`config.mk`:
```
export PLATFORM = sky130hd
export DESIGN_NAME = videomem_rd_burst_flat
export DESIGN_NICKNAME = d
export VERILOG_FILES = /design/src/rtl/videomem_pkg.sv /design/src/rtl/videomem_rd_burst_if.sv /design/src/rtl/videomem_beat_counter.sv /design/src/rtl/videomem_rd_burst.sv /design/src/flat_wrapper.sv
export SDC_FILE = /design/constraint.sdc
export NUM_CORES = 1
export LEC_CHECK = 0
export BUFFER_PORTS_ARGS = -buffer_cell sky130_fd_sc_hd__buf_2
export CORE_UTILIZATION = 35
export CTS_CLUSTER_DIAMETER = 40
export DETAILED_ROUTE_END_ITERATION = 12
export HOLD_SLACK_MARGIN = 0.02
export PLACE_DENSITY = 0.7
export REMOVE_ABC_BUFFERS = 1
export SLEW_MARGIN = 20
export SYNTH_ARGS = -nofsm -noshare
export SYNTH_HDL_FRONTEND = slang
export SYNTH_SLANG_ARGS = --single-unit
```
`constraint.sdc`:
```
create_clock -name mem_clock -period 2.73 [get_ports mem_clock]
set_input_delay 0.1365 -clock mem_clock [delete_from_list [all_inputs] [get_ports mem_clock]]
set_output_delay 0.1365 -clock mem_clock [all_outputs]
set_load 0.05 [all_outputs]
```
`src/rtl/videomem_pkg.sv`:
```
// Shared types and defaults for the video-memory read burst engine.
// clog2 gives counter widths from the parameters at elaboration time.
package videomem_pkg;

    typedef enum logic {
        RUN   = 1'b0,
        DRAIN = 1'b1
    } state_t;

    localparam int ADDR_W_DEF          = 25;
    localparam int DATA_W_DEF          = 16;
    localparam int BURST_LEN_DEF       = 8;
    localparam int MAX_OUTSTANDING_DEF = 4;

    // Number of bits needed to index v distinct values (minimum 1).
    function automatic int clog2(input int v);
        int r;
        r = 1;
        for (int i = 1; i < 31; i++) begin
            if ((1 << i) < v) begin
                r = i + 1;
            end
        end
        return r;
    endfunction

endpackage

```
`src/rtl/videomem_rd_burst_if.sv`:
```
// Request, SDRAM command and returned-data signals of the burst engine.
// slave is the engine's view; master is the surrounding system's view.
interface videomem_rd_burst_if #(
    parameter int ADDR_W = 25,
    parameter int DATA_W = 16
);
    logic              read_request;
    logic [ADDR_W-1:0] read_addr;
    logic              read_req_ack;
    logic              mem_ready;
    logic              flush;
    logic              flush_done;
    logic              cmd_valid;
    logic [ADDR_W-1:0] cmd_addr;
    logic              cmd_ready;
    logic [DATA_W-1:0] ctrl_rdata;
    logic              ctrl_rdata_valid;
    logic [DATA_W-1:0] rdata;
    logic              rdata_valid;
    logic              burst_done;
    logic              err_unexpected;

    modport slave (
        input  read_request, read_addr, flush, cmd_ready, ctrl_rdata, ctrl_rdata_valid,
        output read_req_ack, mem_ready, flush_done, cmd_valid, cmd_addr,
               rdata, rdata_valid, burst_done, err_unexpected
    );

    modport master (
        output read_request, read_addr, flush, cmd_ready, ctrl_rdata, ctrl_rdata_valid,
        input  read_req_ack, mem_ready, flush_done, cmd_valid, cmd_addr,
               rdata, rdata_valid, burst_done, err_unexpected
    );
endinterface

```
`src/rtl/videomem_beat_counter.sv`:
```
// Counts returned beats within a burst, forwards them with one cycle of
// latency and flags the last beat of every burst.
module videomem_beat_counter
    import videomem_pkg::*;
#(
    parameter int BURST_LEN = BURST_LEN_DEF,
    parameter int DATA_W    = DATA_W_DEF
) (
    input  logic              clk,
    input  logic              rst_n,
    input  logic              beat_en,
    input  logic [DATA_W-1:0] beat_data,
    output logic              last_beat,
    output logic              beat_idle,
    output logic [DATA_W-1:0] rdata,
    output logic              rdata_valid,
    output logic              burst_done
);
    localparam int BEAT_W = clog2(BURST_LEN);
    localparam logic [BEAT_W-1:0] BEAT_LAST = BEAT_W'(BURST_LEN - 1);

    logic [BEAT_W-1:0] beat_reg;

    assign last_beat = beat_en && (beat_reg == BEAT_LAST);
    assign beat_idle = (beat_reg == '0);

    always_ff @(posedge clk or negedge rst_n) begin
        if (!rst_n) begin
            beat_reg    <= '0;
            rdata       <= '0;
            rdata_valid <= 1'b0;
            burst_done  <= 1'b0;
        end else begin
            rdata_valid <= beat_en;
            burst_done  <= last_beat;
            if (beat_en) begin
                rdata    <= beat_data;
                beat_reg <= last_beat ? '0 : beat_reg + BEAT_W'(1);
            end
        end
    end
endmodule

```
`src/rtl/videomem_rd_burst.sv`:
```
// Burst read engine: accepts requests, issues SDRAM commands, tracks
// outstanding bursts and drains everything in flight on a frame flush.
module videomem_rd_burst
    import videomem_pkg::*;
#(
    parameter int ADDR_W          = ADDR_W_DEF,
    parameter int DATA_W          = DATA_W_DEF,
    parameter int BURST_LEN       = BURST_LEN_DEF,
    parameter int MAX_OUTSTANDING = MAX_OUTSTANDING_DEF
) (
    input  logic                mem_clock,
    input  logic                reset_n,
    videomem_rd_burst_if.slave  bus
);
    localparam int OUT_W = clog2(MAX_OUTSTANDING + 1);
    localparam logic [OUT_W:0] MAX_INFLIGHT = (OUT_W + 1)'(MAX_OUTSTANDING);

    state_t            state_reg;
    logic              cmd_valid_reg;
    logic [ADDR_W-1:0] cmd_addr_reg;
    logic [OUT_W-1:0]  outstanding_reg;
    logic              mem_ready_reg;
    logic              flush_done_reg;
    logic              err_reg;

    logic              free;
    logic [OUT_W:0]    in_flight;
    logic              ack;
    logic              cmd_fire;
    logic              beat_en;
    logic              last_beat;
    logic              beat_idle;
    logic              drain_done;
    logic              run_next;
    logic              cmd_valid_next;
    logic [OUT_W-1:0]  outstanding_next;
    logic              mem_ready_next;

    assign free      = !cmd_valid_reg || bus.cmd_ready;
    assign in_flight = {1'b0, outstanding_reg} + {{OUT_W{1'b0}}, cmd_valid_reg};
    assign ack       = bus.read_request && (state_reg == RUN) && free && (in_flight < MAX_INFLIGHT);
    assign cmd_fire  = cmd_valid_reg && bus.cmd_ready;
    // Beats arriving with nothing outstanding never reach the beat counter.
    assign beat_en   = bus.ctrl_rdata_valid && (outstanding_reg != '0);

    assign drain_done = (state_reg == DRAIN) && !cmd_valid_reg
                        && (outstanding_reg == '0) && beat_idle;
    assign run_next   = ((state_reg == RUN) && !bus.flush) || drain_done;

    always_comb begin
        cmd_valid_next = cmd_valid_reg;
        if (ack) begin
            cmd_valid_next = 1'b1;
        end else if (cmd_fire) begin
            cmd_valid_next = 1'b0;
        end
    end

    always_comb begin
        outstanding_next = outstanding_reg;
        case ({cmd_fire, last_beat})
            2'b10:   outstanding_next = outstanding_reg + OUT_W'(1);
            2'b01:   outstanding_next = outstanding_reg - OUT_W'(1);
            default: outstanding_next = outstanding_reg;
        endcase
    end

    assign mem_ready_next = run_next
        && (({1'b0, outstanding_next} + {{OUT_W{1'b0}}, cmd_valid_next}) < MAX_INFLIGHT);

    always_ff @(posedge mem_clock or negedge reset_n) begin
        if (!reset_n) begin
            cmd_valid_reg   <= 1'b0;
            cmd_addr_reg    <= '0;
            outstanding_reg <= '0;
            mem_ready_reg   <= 1'b0;
            err_reg         <= 1'b0;
        end else begin
            cmd_valid_reg   <= cmd_valid_next;
            outstanding_reg <= outstanding_next;
            mem_ready_reg   <= mem_ready_next;
            if (ack) begin
                cmd_addr_reg <= bus.read_addr;
            end
            if (bus.ctrl_rdata_valid && (outstanding_reg == '0)) begin
                err_reg <= 1'b1;
            end
        end
    end

    always_ff @(posedge mem_clock or negedge reset_n) begin
        if (!reset_n) begin
            state_reg      <= RUN;
            flush_done_reg <= 1'b0;
        end else begin
            flush_done_reg <= 1'b0;
            case (state_reg)
                RUN: begin
                    if (bus.flush) begin
                        state_reg <= DRAIN;
                    end
                end
                DRAIN: begin
                    if (drain_done) begin
                        state_reg      <= RUN;
                        flush_done_reg <= 1'b1;
                    end
                end
                default: state_reg <= RUN;
            endcase
        end
    end

    videomem_beat_counter #(
        .BURST_LEN (BURST_LEN),
        .DATA_W    (DATA_W)
    ) u_beat_counter (
        .clk         (mem_clock),
        .rst_n       (reset_n),
        .beat_en     (beat_en),
        .beat_data   (bus.ctrl_rdata),
        .last_beat   (last_beat),
        .beat_idle   (beat_idle),
        .rdata       (bus.rdata),
        .rdata_valid (bus.rdata_valid),
        .burst_done  (bus.burst_done)
    );

    assign bus.read_req_ack   = ack;
    assign bus.mem_ready      = mem_ready_reg;
    assign bus.flush_done     = flush_done_reg;
    assign bus.cmd_valid      = cmd_valid_reg;
    assign bus.cmd_addr       = cmd_addr_reg;
    assign bus.err_unexpected = err_reg;
endmodule

```
`src/flat_wrapper.sv`:
```
// flat-port wrapper written by rule: the top's interface ports become plain ports
module videomem_rd_burst_flat import videomem_pkg::*;
#(
    parameter int ADDR_W          = ADDR_W_DEF,
    parameter int DATA_W          = DATA_W_DEF,
    parameter int BURST_LEN       = BURST_LEN_DEF,
    parameter int MAX_OUTSTANDING = MAX_OUTSTANDING_DEF
)
  (mem_clock, reset_n, bus_read_request, bus_read_addr, bus_flush, bus_cmd_ready, bus_ctrl_rdata, bus_ctrl_rdata_valid, bus_read_req_ack, bus_mem_ready, bus_flush_done, bus_cmd_valid, bus_cmd_addr, bus_rdata, bus_rdata_valid, bus_burst_done, bus_err_unexpected);
  videomem_rd_burst_if #(.ADDR_W(ADDR_W), .DATA_W(DATA_W)) bus_i ();
  input  logic mem_clock;
  input  logic reset_n;
  input wire logic [$bits(bus_i.read_request)-1:0] bus_read_request;
  input wire logic [$bits(bus_i.read_addr)-1:0] bus_read_addr;
  input wire logic [$bits(bus_i.flush)-1:0] bus_flush;
  input wire logic [$bits(bus_i.cmd_ready)-1:0] bus_cmd_ready;
  input wire logic [$bits(bus_i.ctrl_rdata)-1:0] bus_ctrl_rdata;
  input wire logic [$bits(bus_i.ctrl_rdata_valid)-1:0] bus_ctrl_rdata_valid;
  output wire logic [$bits(bus_i.read_req_ack)-1:0] bus_read_req_ack;
  output wire logic [$bits(bus_i.mem_ready)-1:0] bus_mem_ready;
  output wire logic [$bits(bus_i.flush_done)-1:0] bus_flush_done;
  output wire logic [$bits(bus_i.cmd_valid)-1:0] bus_cmd_valid;
  output wire logic [$bits(bus_i.cmd_addr)-1:0] bus_cmd_addr;
  output wire logic [$bits(bus_i.rdata)-1:0] bus_rdata;
  output wire logic [$bits(bus_i.rdata_valid)-1:0] bus_rdata_valid;
  output wire logic [$bits(bus_i.burst_done)-1:0] bus_burst_done;
  output wire logic [$bits(bus_i.err_unexpected)-1:0] bus_err_unexpected;
  assign bus_i.read_request = bus_read_request;
  assign bus_i.read_addr = bus_read_addr;
  assign bus_i.flush = bus_flush;
  assign bus_i.cmd_ready = bus_cmd_ready;
  assign bus_i.ctrl_rdata = bus_ctrl_rdata;
  assign bus_i.ctrl_rdata_valid = bus_ctrl_rdata_valid;
  assign bus_read_req_ack = bus_i.read_req_ack;
  assign bus_mem_ready = bus_i.mem_ready;
  assign bus_flush_done = bus_i.flush_done;
  assign bus_cmd_valid = bus_i.cmd_valid;
  assign bus_cmd_addr = bus_i.cmd_addr;
  assign bus_rdata = bus_i.rdata;
  assign bus_rdata_valid = bus_i.rdata_valid;
  assign bus_burst_done = bus_i.burst_done;
  assign bus_err_unexpected = bus_i.err_unexpected;
  videomem_rd_burst #(.ADDR_W(ADDR_W), .DATA_W(DATA_W), .BURST_LEN(BURST_LEN), .MAX_OUTSTANDING(MAX_OUTSTANDING)) u_core (.mem_clock(mem_clock), .reset_n(reset_n), .bus(bus_i));
endmodule
```
==> results of run 1 <==
cells in the final DEF (no fill, tap or decap), types with 2 or more instances in the layout:
cell                        n
sky130_fd_sc_hd__buf_4      3
sky130_fd_sc_hd__dfrtp_1   54
sky130_fd_sc_hd__ha_1       4
sky130_fd_sc_hd__mux2_2    41
sky130_fd_sc_hd__buf_2     94
sky130_fd_sc_hd__nor2_1     4
sky130_fd_sc_hd__inv_1      9
sky130_fd_sc_hd__nand2_1    5
sky130_fd_sc_hd__xor2_1     2
sky130_fd_sc_hd__clkbuf_8   5
sky130_fd_sc_hd__o21ai_0    3
per-stage QoR:
| step | hold WS [ns] | worst slack (ns) | cell area, sq um | power, mW | util |
|---|---|---|---|---|---|
| CTS | 0.0454 | 0.531 | 2780 | 3.59 | 0.472 |
| floorplan | -0.159 | 0.00150 | 2100 | 2.70 | - |
| global placement | 0.160 | 0.636 | 2680 | 3.11 | 0.456 |
| finish | 0.0563 | 0.553 | 2780 | 3.55 | 0.472 |
| global route | 0.0386 | 0.352 | 2780 | 3.73 | 0.472 |
| detailed placement | 0.157 | 0.544 | 2680 | 3.15 | 0.456 |
power breakdown:
part | switching, mW | internal [mW]
Clock | 0.251 | 0.178
Sequential | 0.168 | 1.12
Combinational | 1.31 | 0.522
synth_stat cells, types with 2 or more instances:
library cell | instances | area [sq um]
sky130_fd_sc_hd__nand2_1 | 5 | 18.8
sky130_fd_sc_hd__inv_1 | 9 | 33.8
sky130_fd_sc_hd__buf_6 | 2 | 22.5
sky130_fd_sc_hd__nor2_1 | 4 | 15.0
sky130_fd_sc_hd__dfrtp_1 | 54 | 1350
sky130_fd_sc_hd__xor2_1 | 2 | 17.5
sky130_fd_sc_hd__ha_1 | 4 | 50.1
sky130_fd_sc_hd__mux2_2 | 41 | 462
sky130_fd_sc_hd__o21ai_0 | 3 | 15.0
per-layer routing:
metal,vias up,global-route usage,wire length (um)
li1,673,-,-
met1,683,0.164,1750
met2,42,0.237,2040
met3,5,0.0343,205
met4,0,0.0536,65
met5,-,0,0
worst max path at each step:
stage                                            startpoint                endpoint  slack [ns]  cells after the start
after floorplan                        u_core.bus.cmd_valid  u_core.bus.cmd_addr[0]       0.001                      2
after global placement    u_core.u_beat_counter.beat_reg[0]    u_core.bus.mem_ready        0.64                     11
after detailed placement  u_core.u_beat_counter.beat_reg[1]    u_core.bus.mem_ready        0.54                     11
after CTS                 u_core.u_beat_counter.beat_reg[1]    u_core.bus.mem_ready        0.53                     11
after global routing      u_core.u_beat_counter.beat_reg[0]    u_core.bus.mem_ready        0.35                     11
final                             u_core.outstanding_reg[0]        bus_read_req_ack        0.55                      4
cell type report:
class | instances | area share
tap | 75 | 0.0338
clock buffer | 5 | 0.0248
sequential | 54 | 0.487
timing repair buffer | 98 | 0.181
clock inverter | 2 | 0.00496
inverter | 9 | 0.0122
multi-input combinational | 72 | 0.256
what timing repair did:
action	in CTS	in global routing
hold buffers	1	0
hold endpoints to repair	24	0
endpoints found under the setup margin	0	0
kinds of logic (layout without fill, tap and decap cells):
group	after synthesis	after routing	synth area share
buf+inv	13	114	0.0306
compound gates	8	8	0.0365
mux	42	42	0.222
flops	54	54	0.635
fa+ha+maj	5	5	0.0329
xor+xnor	3	3	0.0124
simple gates	14	14	0.0306
worst max-delay path, stage by stage, from the launching register on:
cell,delay [ns]
sky130_fd_sc_hd__dfrtp_1,0.43
sky130_fd_sc_hd__a21bo_2,0.25
sky130_fd_sc_hd__a2111oi_4,0.33
sky130_fd_sc_hd__buf_4,0.38
sky130_fd_sc_hd__buf_2,0.33
==> impl_metrics.csv, run 1 <==
group,metric,value,unit
grt,grt_max_degree,31,
cts,clock_tree_from_tritoncts,"yes",
timing,hold_viol,0,
status,run_status,"complete, no violations",
timing,worst_slew_pin_slew,0.534,ns
cts,buffer_levels_on_the_longest_clock_path,2,
cts,cts_root_buffer,"sky130_fd_sc_hd__clkbuf_8",
grt,grt_antenna_before_repair,0,
floorplan,initial_core_util,0.361,
synthesis,synth.yosys.warnings,0,
worst_hold_path,worstHoldEndpoint,"u_core.bus.cmd_addr[1]",
cts,cts_max_level,2,
setup_path,critPathLaunchType,"register",
placement,gp_congestion,0.693,
setup_path,rr_worst_depth,11,
drt,wirelength,4.07,mm
placement,dp_hpwl,3.06,mm
drt,post-route-drc-count,0,
floorplan,placement_rows,28,
drt,vias_per_cell,4.45,
drt,drt-initial-drc-count,53,
cts,postCtsSetupBuffers,0,
cts,clkTransAtPathRegs,0.10,ns
cells_and_area,multiInputGateArea,711,sq um
cells_and_area,final_cells,315,
drt,detail_route.wl_per_cell,12.9,um
timing,final_count_of_pins_violating_max_slew,0,
setup_path,worstReg2RegEnd,"u_core.bus.mem_ready",
synthesis,synth.cell_area,0.00213,sq mm
synthesis,synth.distinct_cells,24,
cells_and_area,largest_register_ffs,25,
timing,setup_violations,0,
cts,cts.sinks,54,
synthesis,asyncSetResetFlopFracSynth,1.00,
cts,clkLatencyLatePin,0.30,ns
worst_hold_path,worst_hold_startpoint,"bus_read_addr[1]",
synthesis,synth-main-ff-cell,"sky130_fd_sc_hd__dfrtp_1",
timing,slew-limit-headroom,0.644,
drt,drt-pass1-iter-count,6,
setup_path,critical_path_arrival,2.04,ns
run,number_of_max_capacitance_violations_reported,0,
synthesis,synth_sequential_area_ratio,0.635,
synthesis,postSynthRegisterBits,54,
cells_and_area,antenna_cells_inserted,0,
power,ir_drop,0.646,mV
cells_and_area,final_layout_net_count,292,
grt,grt_first_pass_wirelength,6.71,mm
setup_path,r2r_start,"u_core.u_beat_counter.beat_reg[1]",
setup_path,critical_path_class,"reg2out",
power,total_power_per_unit_cell_area,1280,mW/mm^2
worst_hold_path,timing.hold.worst.class,"in2reg",
cells_and_area,flip_flop_and_latch_area,0.00135,sq mm
timing,fin_crit,2.18,ns
setup_path,r2r_setup_slack,0.55,ns
synthesis,synthesis.instances,139,
power,power_leakage,1.43,nW
timing,unrepaired_setup_endpoints_after_global_routing,"false",
cts,cts-resized-gates,0,
grt,number_of_global_route_vias_before_repair,1452,
worst_hold_path,worstHoldPathCells,2,
timing,maxClockFrequency,0.459,GHz
timing,fin_worst_skew,0.0123,ns
cells_and_area,drive_above_1_share,0.617,
cells_and_area,final.fill_count,536,
timing,final.period_utilization,0.798,
setup_path,cp-end-kind,"primary output",
drt,route.antenna.remaining_nets,0,
placement,post-place-cells,307,
synthesis,syn_area_per_cell,15.3,sq um
floorplan,floorplan.die_area,0.00639,sq mm
floorplan,chipWidth,80.0,um
timing,tns,0,ns
cts,cts_inserted_buffers,5,
cells_and_area,areaGrowthSynthToFinish,30.5,%
grt,grt-ovfl-total,0,
grt,grtUsageTotal,0.138,
floorplan,height_of_the_die,80.0,um
setup_path,cp.required,2.59,ns
placement,io_buffers,94,
floorplan,num_io_pins,95,
setup_path,cp_max_fo,27,
drt,vias,1403,
floorplan,floorplan.core_area,0.00589,sq mm
synthesis,synth_enable_flop_cells,0,
Power figures use the tool's default switching activity.
==> run 2, diff against run 1 <==
Settings changed: ABC_AREA set to 1.
Clock period 2.73 ns to 2.2 ns, I/O delays scaled along.
==> run 2 against run 1 <==
Against the previous run:
- die area increased by 6.4%
- combinational power increased by 51%
- via count rose by 41%
- clock-buffer cell count grew 2
- register-to-register slack worse by 0.44 ns
- wire length increased by 25%
- final cell count grew 47%
- critical endpoint is now u_core.bus.mem_ready
- largest power group unchanged
==> impl_metrics.csv, run 2 <==
group,metric,value,unit
power,cellInternalPower,2.46,mW
synthesis,asyncSetResetFlopFracSynth,1.00,
cts,clock_tree_from_tritoncts,"yes",
synthesis,synth-main-ff-cell,"sky130_fd_sc_hd__dfrtp_1",
setup_path,worstReg2RegEnd,"u_core.bus.mem_ready",
synthesis,synthesis.instances,244,
cts,cts_inserted_buffers,5,
setup_path,critical_path_class,"reg2reg",
floorplan,height_of_the_die,82.5,um
synthesis,synth.distinct_cells,23,
status,run_status,"complete, no violations",
cells_and_area,most_common_cell_after_layout_fill_and_taps_aside,"sky130_fd_sc_hd__nand2_1",
floorplan,floorplan.core_area,0.00610,sq mm
setup_path,critPathLaunchType,"register",
drt,wirelength,5.07,mm
power,combPwrFrac,0.547,
power,ir_drop,0.748,mV
synthesis,synth.area.top_cells,"sky130_fd_sc_hd__dfrtp_1 (60%), sky130_fd_sc_hd__nand2_1 (21%), sky130_fd_sc_hd__nand2_2 (2.8%), sky130_fd_sc_hd__inv_1 (2.3%), sky130_fd_sc_hd__ha_1 (2.2%)",
placement,dp_hpwl,3.34,mm
drt,drt-initial-drc-count,66,
power,seqPwrFrac,0.328,
grt,grt_max_degree,29,
setup_path,cell_type_with_the_highest_occurrence_count_on_the_critical_path,"sky130_fd_sc_hd__nor2_1",
power,design_power_total,5.07,mW
setup_path,cp.required,2.40,ns
cts,clkTransAtPathRegs,0.09,ns
cts,clkLatencyLatePin,0.30,ns
synthesis,syn_area_per_cell,9.29,sq um
floorplan,initial_core_util,0.372,
timing,final.period_utilization,0.950,
synthesis,yosys.area.top_type,"sky130_fd_sc_hd__dfrtp_1",
synthesis,post-synth-top-count-cell,"sky130_fd_sc_hd__nand2_1",
setup_path,critical_path_arrival,2.29,ns
worst_hold_path,worst_hold_startpoint,"bus_ctrl_rdata_valid",
grt,grtUsageTotal,0.154,
setup_path,timing.critical_path.cells,"inv_2 -> nand2_1 -> nor2_4 -> nor2_8 -> inv_4 -> nor2_1 -> ha_1 -> inv_2 -> fa_1 -> o21ai_2 -> nand2_1 -> nor2_1 -> nor2_1",
cells_and_area,final.fill_count,550,
floorplan,chipWidth,82.5,um
timing,fin_crit,2.09,ns
synthesis,yosys_top_cell_area_share,0.596,
cells_and_area,drive_above_1_share,0.332,
synthesis,synth.yosys.warnings,0,
drt,vias_per_cell,4.26,
cells_and_area,antenna_cells_inserted,0,
worst_hold_path,worstHoldEndpoint,"u_core.bus.err_unexpected",
drt,drt-pass1-iter-count,4,
timing,hold_viol,0,
grt,grt_first_pass_wirelength,7.94,mm
drt,vias,1973,
placement,io_buffers,94,
cells_and_area,finalCoreUtilization,0.548,
synthesis,postSynthRegisterBits,54,
synthesis,synth_sequential_area_ratio,0.596,
timing,worst_slew_pin_slew,0.591,ns
cts,cts.sinks,54,
cts,cts_root_buffer,"sky130_fd_sc_hd__clkbuf_8",
synthesis,synth.cell_area,0.00227,sq mm
cts,buffer_levels_on_the_longest_clock_path,2,
power,p_switching,2.61,mW
power,power.clock.fraction,0.125,
cells_and_area,final_layout_net_count,439,
timing,maxClockFrequency,0.478,GHz
floorplan,floorplan.die_area,0.00680,sq mm
power,total_power_per_unit_cell_area,1520,mW/mm^2
run,number_of_max_capacitance_violations_reported,0,
setup_path,critical_path.slowest_cell,"sky130_fd_sc_hd__dfrtp_1",
floorplan,placement_rows,28,
timing,setup_violations,0,
synthesis,synth_enable_flop_cells,0,
power,power_leakage,1.89,nW
setup_path,cp-end-kind,"register",
cts,cts_max_level,2,
synthesis,netlist_top_cells_count,"sky130_fd_sc_hd__nand2_1 (126), sky130_fd_sc_hd__dfrtp_1 (54), sky130_fd_sc_hd__inv_1 (14), sky130_fd_sc_hd__nand2_2 (10), sky130_fd_sc_hd__nand3_1 (6)",
cells_and_area,areaGrowthSynthToFinish,47.5,%
drt,post-route-drc-count,0,
worst_hold_path,worstHoldPathCells,2,
timing,final_count_of_pins_violating_max_slew,0,
cells_and_area,most-common-layout-cells,"sky130_fd_sc_hd__nand2_1 (126), sky130_fd_sc_hd__buf_2 (94), sky130_fd_sc_hd__dfrtp_1 (54), sky130_fd_sc_hd__dlygate4sd3_1 (42), sky130_fd_sc_hd__inv_1 (12)",
setup_path,rr_worst_depth,13,
setup_path,r2r_start,"u_core.outstanding_reg[0]",
drt,route.antenna.remaining_nets,0,
setup_path,r2r_setup_slack,0.11,ns
setup_path,critical_path.max_stage_delay,0.43,ns
placement,gp_congestion,0.768,
timing,fin_worst_skew,0.0106,ns
timing,slew-limit-headroom,0.606,
drt,detail_route.wl_per_cell,10.9,um
power,power_switching_share,0.515,
grt,grt_antenna_before_repair,0,
cells_and_area,largest_register_ffs,25,
timing,whs,0.0346,ns
setup_path,cp_max_fo,3,
timing,tns,0,ns
worst_hold_path,timing.hold.worst.class,"in2reg",
grt,number_of_global_route_vias_before_repair,1861,
grt,grt-ovfl-total,0,
floorplan,num_io_pins,95,
-- run 2: cell count changes after synthesis, moves of 2 or more --
cell                      previous run  this run
sky130_fd_sc_hd__xor2_1              2         0
sky130_fd_sc_hd__nand2_2             0        10
sky130_fd_sc_hd__mux2_2             41         0
sky130_fd_sc_hd__nand2_1             5       126
sky130_fd_sc_hd__inv_2               0         2
sky130_fd_sc_hd__inv_4               0         2
sky130_fd_sc_hd__nand3_1             0         6
sky130_fd_sc_hd__inv_1               9        14
sky130_fd_sc_hd__nor2_4              0         2
sky130_fd_sc_hd__buf_4               0         2
-- run 2: power by group through the flow --
stage | registers (mW) | clock network (mW) | logic [mW]
global placement | 1.67 | 0 | 2.62
global route | 1.72 | 0.699 | 3.00
floorplan | 3.00 | 0 | 0.681
CTS | 1.66 | 0.665 | 2.73
finish | 1.66 | 0.635 | 2.77
detailed placement | 1.68 | 0 | 2.67
-- run 2: worst max-delay path by stage --
stage / start / end / slack [ns] / cells after the start
floorplan: u_core.outstanding_reg[0] / u_core.bus.mem_ready / 0.02 / 13
global placement: u_core.outstanding_reg[1] / u_core.bus.mem_ready / 0.11 / 13
detailed placement: u_core.outstanding_reg[0] / u_core.bus.mem_ready / 0.03 / 13
CTS: u_core.outstanding_reg[0] / u_core.bus.mem_ready / 0.01 / 13
global route: u_core.outstanding_reg[0] / u_core.bus.mem_ready / -0.01 / 13
finish: u_core.outstanding_reg[0] / u_core.bus.mem_ready / 0.11 / 13
-- run 2: cell type report --
class / instances / area, sq um / area share
multi-input cells: 165 / 772 / 0.231
repair buffers: 143 / 943 / 0.282
inverters: 18 / 75.1 / 0.0225
well taps: 75 / 93.8 / 0.0281
clock buffers: 7 / 76.3 / 0.0228
clock inverters: 1 / 30.0 / 0.00899
flip-flops and latches: 54 / 1350 / 0.404
-- run 2: critical path: cells and delay by family, from the launching register on --
family                     cells  cell delay, ns
AOI/OAI and AO/OA              1            0.14
buffers and inverters          3            0.21
adders and majority gates      2            0.64
and+or+nand+nor                7            0.58
DFF                            1            0.43
-- run 2: logic make-up after synthesis --
logic type,Yosys count,share of synthesized area
XOR/XNOR,1,0.00387
adder cells (fa/ha/maj),5,0.0309
AND/OR/NAND/NOR,153,0.290
AO/OA/AOI/OAI,6,0.0144
flip-flops,54,0.596
buffers and inverters,25,0.0646
-- run 2: what timing repair did --
| action | CTS | global route |
|---|---|---|
| setup endpoints to repair | 0 | 2 |
| resized for setup | 0 | 5 |
| hold buffers | 41 | 1 |
| setup buffers | 0 | 3 |
| hold endpoints to repair | 67 | 1 |
-- run 2: through the flow --
stage / worst slack (ns) / std cells / cell area (sq um)
2_1_floorplan: 0.0177 / 237 / 2190
3_3_place_gp: 0.112 / 410 / 2790
3_5_place_dp: 0.0264 / 410 / 2790
4_1_cts: 0.0101 / 459 / 3300
5_1_grt: -0.0133 / 463 / 3340
6_report: 0.110 / 463 / 3340
-- run 2: per-layer routing --
metal,routed length (um),vias to the layer above,global-route usage
met5,0,-,0
met4,10,0,0.0316
met3,290,2,0.0396
met2,2520,63,0.279
met1,2250,889,0.184
li1,-,1019,-
==> run 3, diff against run 2 <==
Settings changed: BUFFER_PORTS_ARGS -buffer_cell sky130_fd_sc_hd__buf_2 to -buffer_cell sky130_fd_sc_hd__buf_4.
==> run 3 against run 2 <==
Against the previous run:
- via count shrank 0.46%
- critical path depth unchanged
- sequential share of layout area is 2.4 points lower
- register-to-register slack better by 0.04 ns
- wire length rose by 3.0%
- die area stayed put
- combinational power increased by 8.7%
- clock skew fell by 0.0029 ns
- core utilization up 3.4 points
- global-route usage about the same
==> impl_metrics.csv, run 3 (synthesis gave the netlist of run 2 again) <==
group,metric,value,unit
drt,route.antenna.remaining_nets,0,
grt,grt_max_degree,55,
timing,final.period_utilization,0.932,
power,ir_drop,0.976,mV
placement,io_buffers,94,
grt,grt_first_pass_wirelength,7.80,mm
timing,timing.final.ws_setup,0.150,ns
cells_and_area,final_layout_net_count,438,
cells_and_area,antenna_cells_inserted,0,
drt,detail_route.wl_per_cell,11.3,um
placement,gp_congestion,0.741,
cts,cts_inserted_buffers,5,
run,number_of_max_capacitance_violations_reported,0,
floorplan,floorplan.die_area,0.00680,sq mm
power,total_power_per_unit_cell_area,1480,mW/mm^2
timing,maxClockFrequency,0.488,GHz
floorplan,chipWidth,82.5,um
timing,setup_violations,0,
cts,clkTransAtPathRegs,0.09,ns
floorplan,num_io_pins,95,
timing,fin_crit,2.05,ns
drt,wirelength,5.22,mm
drt,vias,1964,
placement,post-place-ws,0.0484,ns
floorplan,height_of_the_die,82.5,um
status,run_status,"complete, no violations",
setup_path,crit_start,"u_core.outstanding_reg[1]",
drt,drt-pass1-iter-count,4,
timing,hold_viol,0,
setup_path,r2r_start,"u_core.outstanding_reg[1]",
drt,vias_per_cell,4.25,
setup_path,critical_path_class,"reg2reg",
cells_and_area,areaGrowthSynthToFinish,56.8,%
setup_path,cp.required,2.40,ns
floorplan,placement_rows,28,
drt,post-route-drc-count,0,
worst_hold_path,timing.hold.worst.class,"in2reg",
cells_and_area,most_common_cell_after_layout_fill_and_taps_aside,"sky130_fd_sc_hd__nand2_1",
placement,dp_hpwl,3.33,mm
setup_path,cp_max_fo,3,
cts,buffer_levels_on_the_longest_clock_path,2,
cells_and_area,drive_above_1_share,0.333,
cts,clkLatencyLatePin,0.30,ns
timing,worst_slew_pin_slew,0.668,ns
setup_path,critical_path_arrival,2.25,ns
grt,grt_antenna_before_repair,0,
timing,slew-limit-headroom,0.555,
cells_and_area,largest_register_ffs,25,
cts,cts_max_level,2,
grt,grt-ovfl-total,0,
floorplan,floorplan.core_area,0.00610,sq mm
power,power_leakage,1.94,nW
drt,drt-initial-drc-count,72,
setup_path,cp-end-kind,"register",
worst_hold_path,worst_hold_startpoint,"bus_ctrl_rdata_valid",
grt,grtUsageTotal,0.155,
cts,cts_root_buffer,"sky130_fd_sc_hd__clkbuf_8",
cells_and_area,most-common-layout-cells,"sky130_fd_sc_hd__nand2_1 (126), sky130_fd_sc_hd__buf_4 (100), sky130_fd_sc_hd__dfrtp_1 (54), sky130_fd_sc_hd__dlygate4sd3_1 (42), sky130_fd_sc_hd__inv_1 (12)",
timing,fin_worst_skew,0.00770,ns
cts,cts.sinks,54,
setup_path,critPathLaunchType,"register",
grt,number_of_global_route_vias_before_repair,1789,
cts,clock_tree_from_tritoncts,"yes",
floorplan,initial_core_util,0.372,
timing,final_count_of_pins_violating_max_slew,0,
power,design_power_total,5.25,mW
run 3: cell types whose count changed in the layout (fill, tap and decap cells not counted), sizes merged:
cell / before / now
bufinv: 1 / 0
buf: 101 / 100
clkinv: 0 / 1
run 3: per-layer routing:
metal,share of wire,GRT usage,vias to the layer above
met2,0.50,0.283,65
met5,0,0,-
met3,0.062,0.0396,6
met1,0.44,0.180,880
li1,-,-,1013
met4,0.0077,0.0368,0
run 3: power by group:
part | switching [mW] | leakage, nW | internal, mW
sequential | 0.266 | 0.670 | 1.43
clock | 0.290 | 0.0482 | 0.254
combinational | 2.08 | 1.23 | 0.932
total | 2.64 | 1.94 | 2.62
run 3: final cells by class:
class | count | area, sq um
fill | 554 | 2540
sequential | 54 | 1350
timing repair buffer | 142 | 1170
multi-input combinational | 165 | 772
tap | 75 | 93.8
clock buffer | 7 | 86.3
inverter | 18 | 72.6
clock inverter | 1 | 5.00
run 3: per-stage QoR:
step	utilization	hold WS, ns	setup TNS [ns]	std cells	area (sq um)
after global placement	0.494	0.190	0	409	3010
after floorplan	-	-0.186	0	237	2190
after global routing	0.583	0.0244	-0.0161	462	3550
after CTS	0.578	0.0209	0	459	3530
after detailed placement	0.494	0.192	0	409	3010
final	0.583	0.0293	0	462	3550
run 3: worst max-delay path, stage by stage (launching register included):
cell	delay [ns]
sky130_fd_sc_hd__dfrtp_1	0.42
sky130_fd_sc_hd__inv_2	0.08
sky130_fd_sc_hd__nand2_1	0.08
sky130_fd_sc_hd__nor2_4	0.18
sky130_fd_sc_hd__nor2_8	0.05
sky130_fd_sc_hd__inv_4	0.04
sky130_fd_sc_hd__nor2_1	0.04
sky130_fd_sc_hd__ha_1	0.22
sky130_fd_sc_hd__inv_2	0.08
sky130_fd_sc_hd__fa_1	0.43
sky130_fd_sc_hd__o21ai_2	0.14
sky130_fd_sc_hd__nand2_1	0.07
sky130_fd_sc_hd__nor2_1	0.08
sky130_fd_sc_hd__nor2_1	0.05
run 3: final timing paths:
path,to,slack (ns),cells after the start
max,u_core.bus.mem_ready,0.15,13
min,u_core.bus.err_unexpected,0.03,2
max reg2reg,u_core.bus.mem_ready,0.15,13
min reg2reg,u_core.u_beat_counter.rdata[3],0.48,2
max in group asynchronous,u_core.bus.cmd_addr[7],1.35,2
min in group asynchronous,u_core.bus.cmd_addr[10],0.40,2
run 3: repair_timing:
item	in CTS	in global routing
hold endpoints to repair	95	0
endpoints found under the setup margin	0	1
buffers inserted	0	3
resized for setup	0	4
hold buffers	42	0
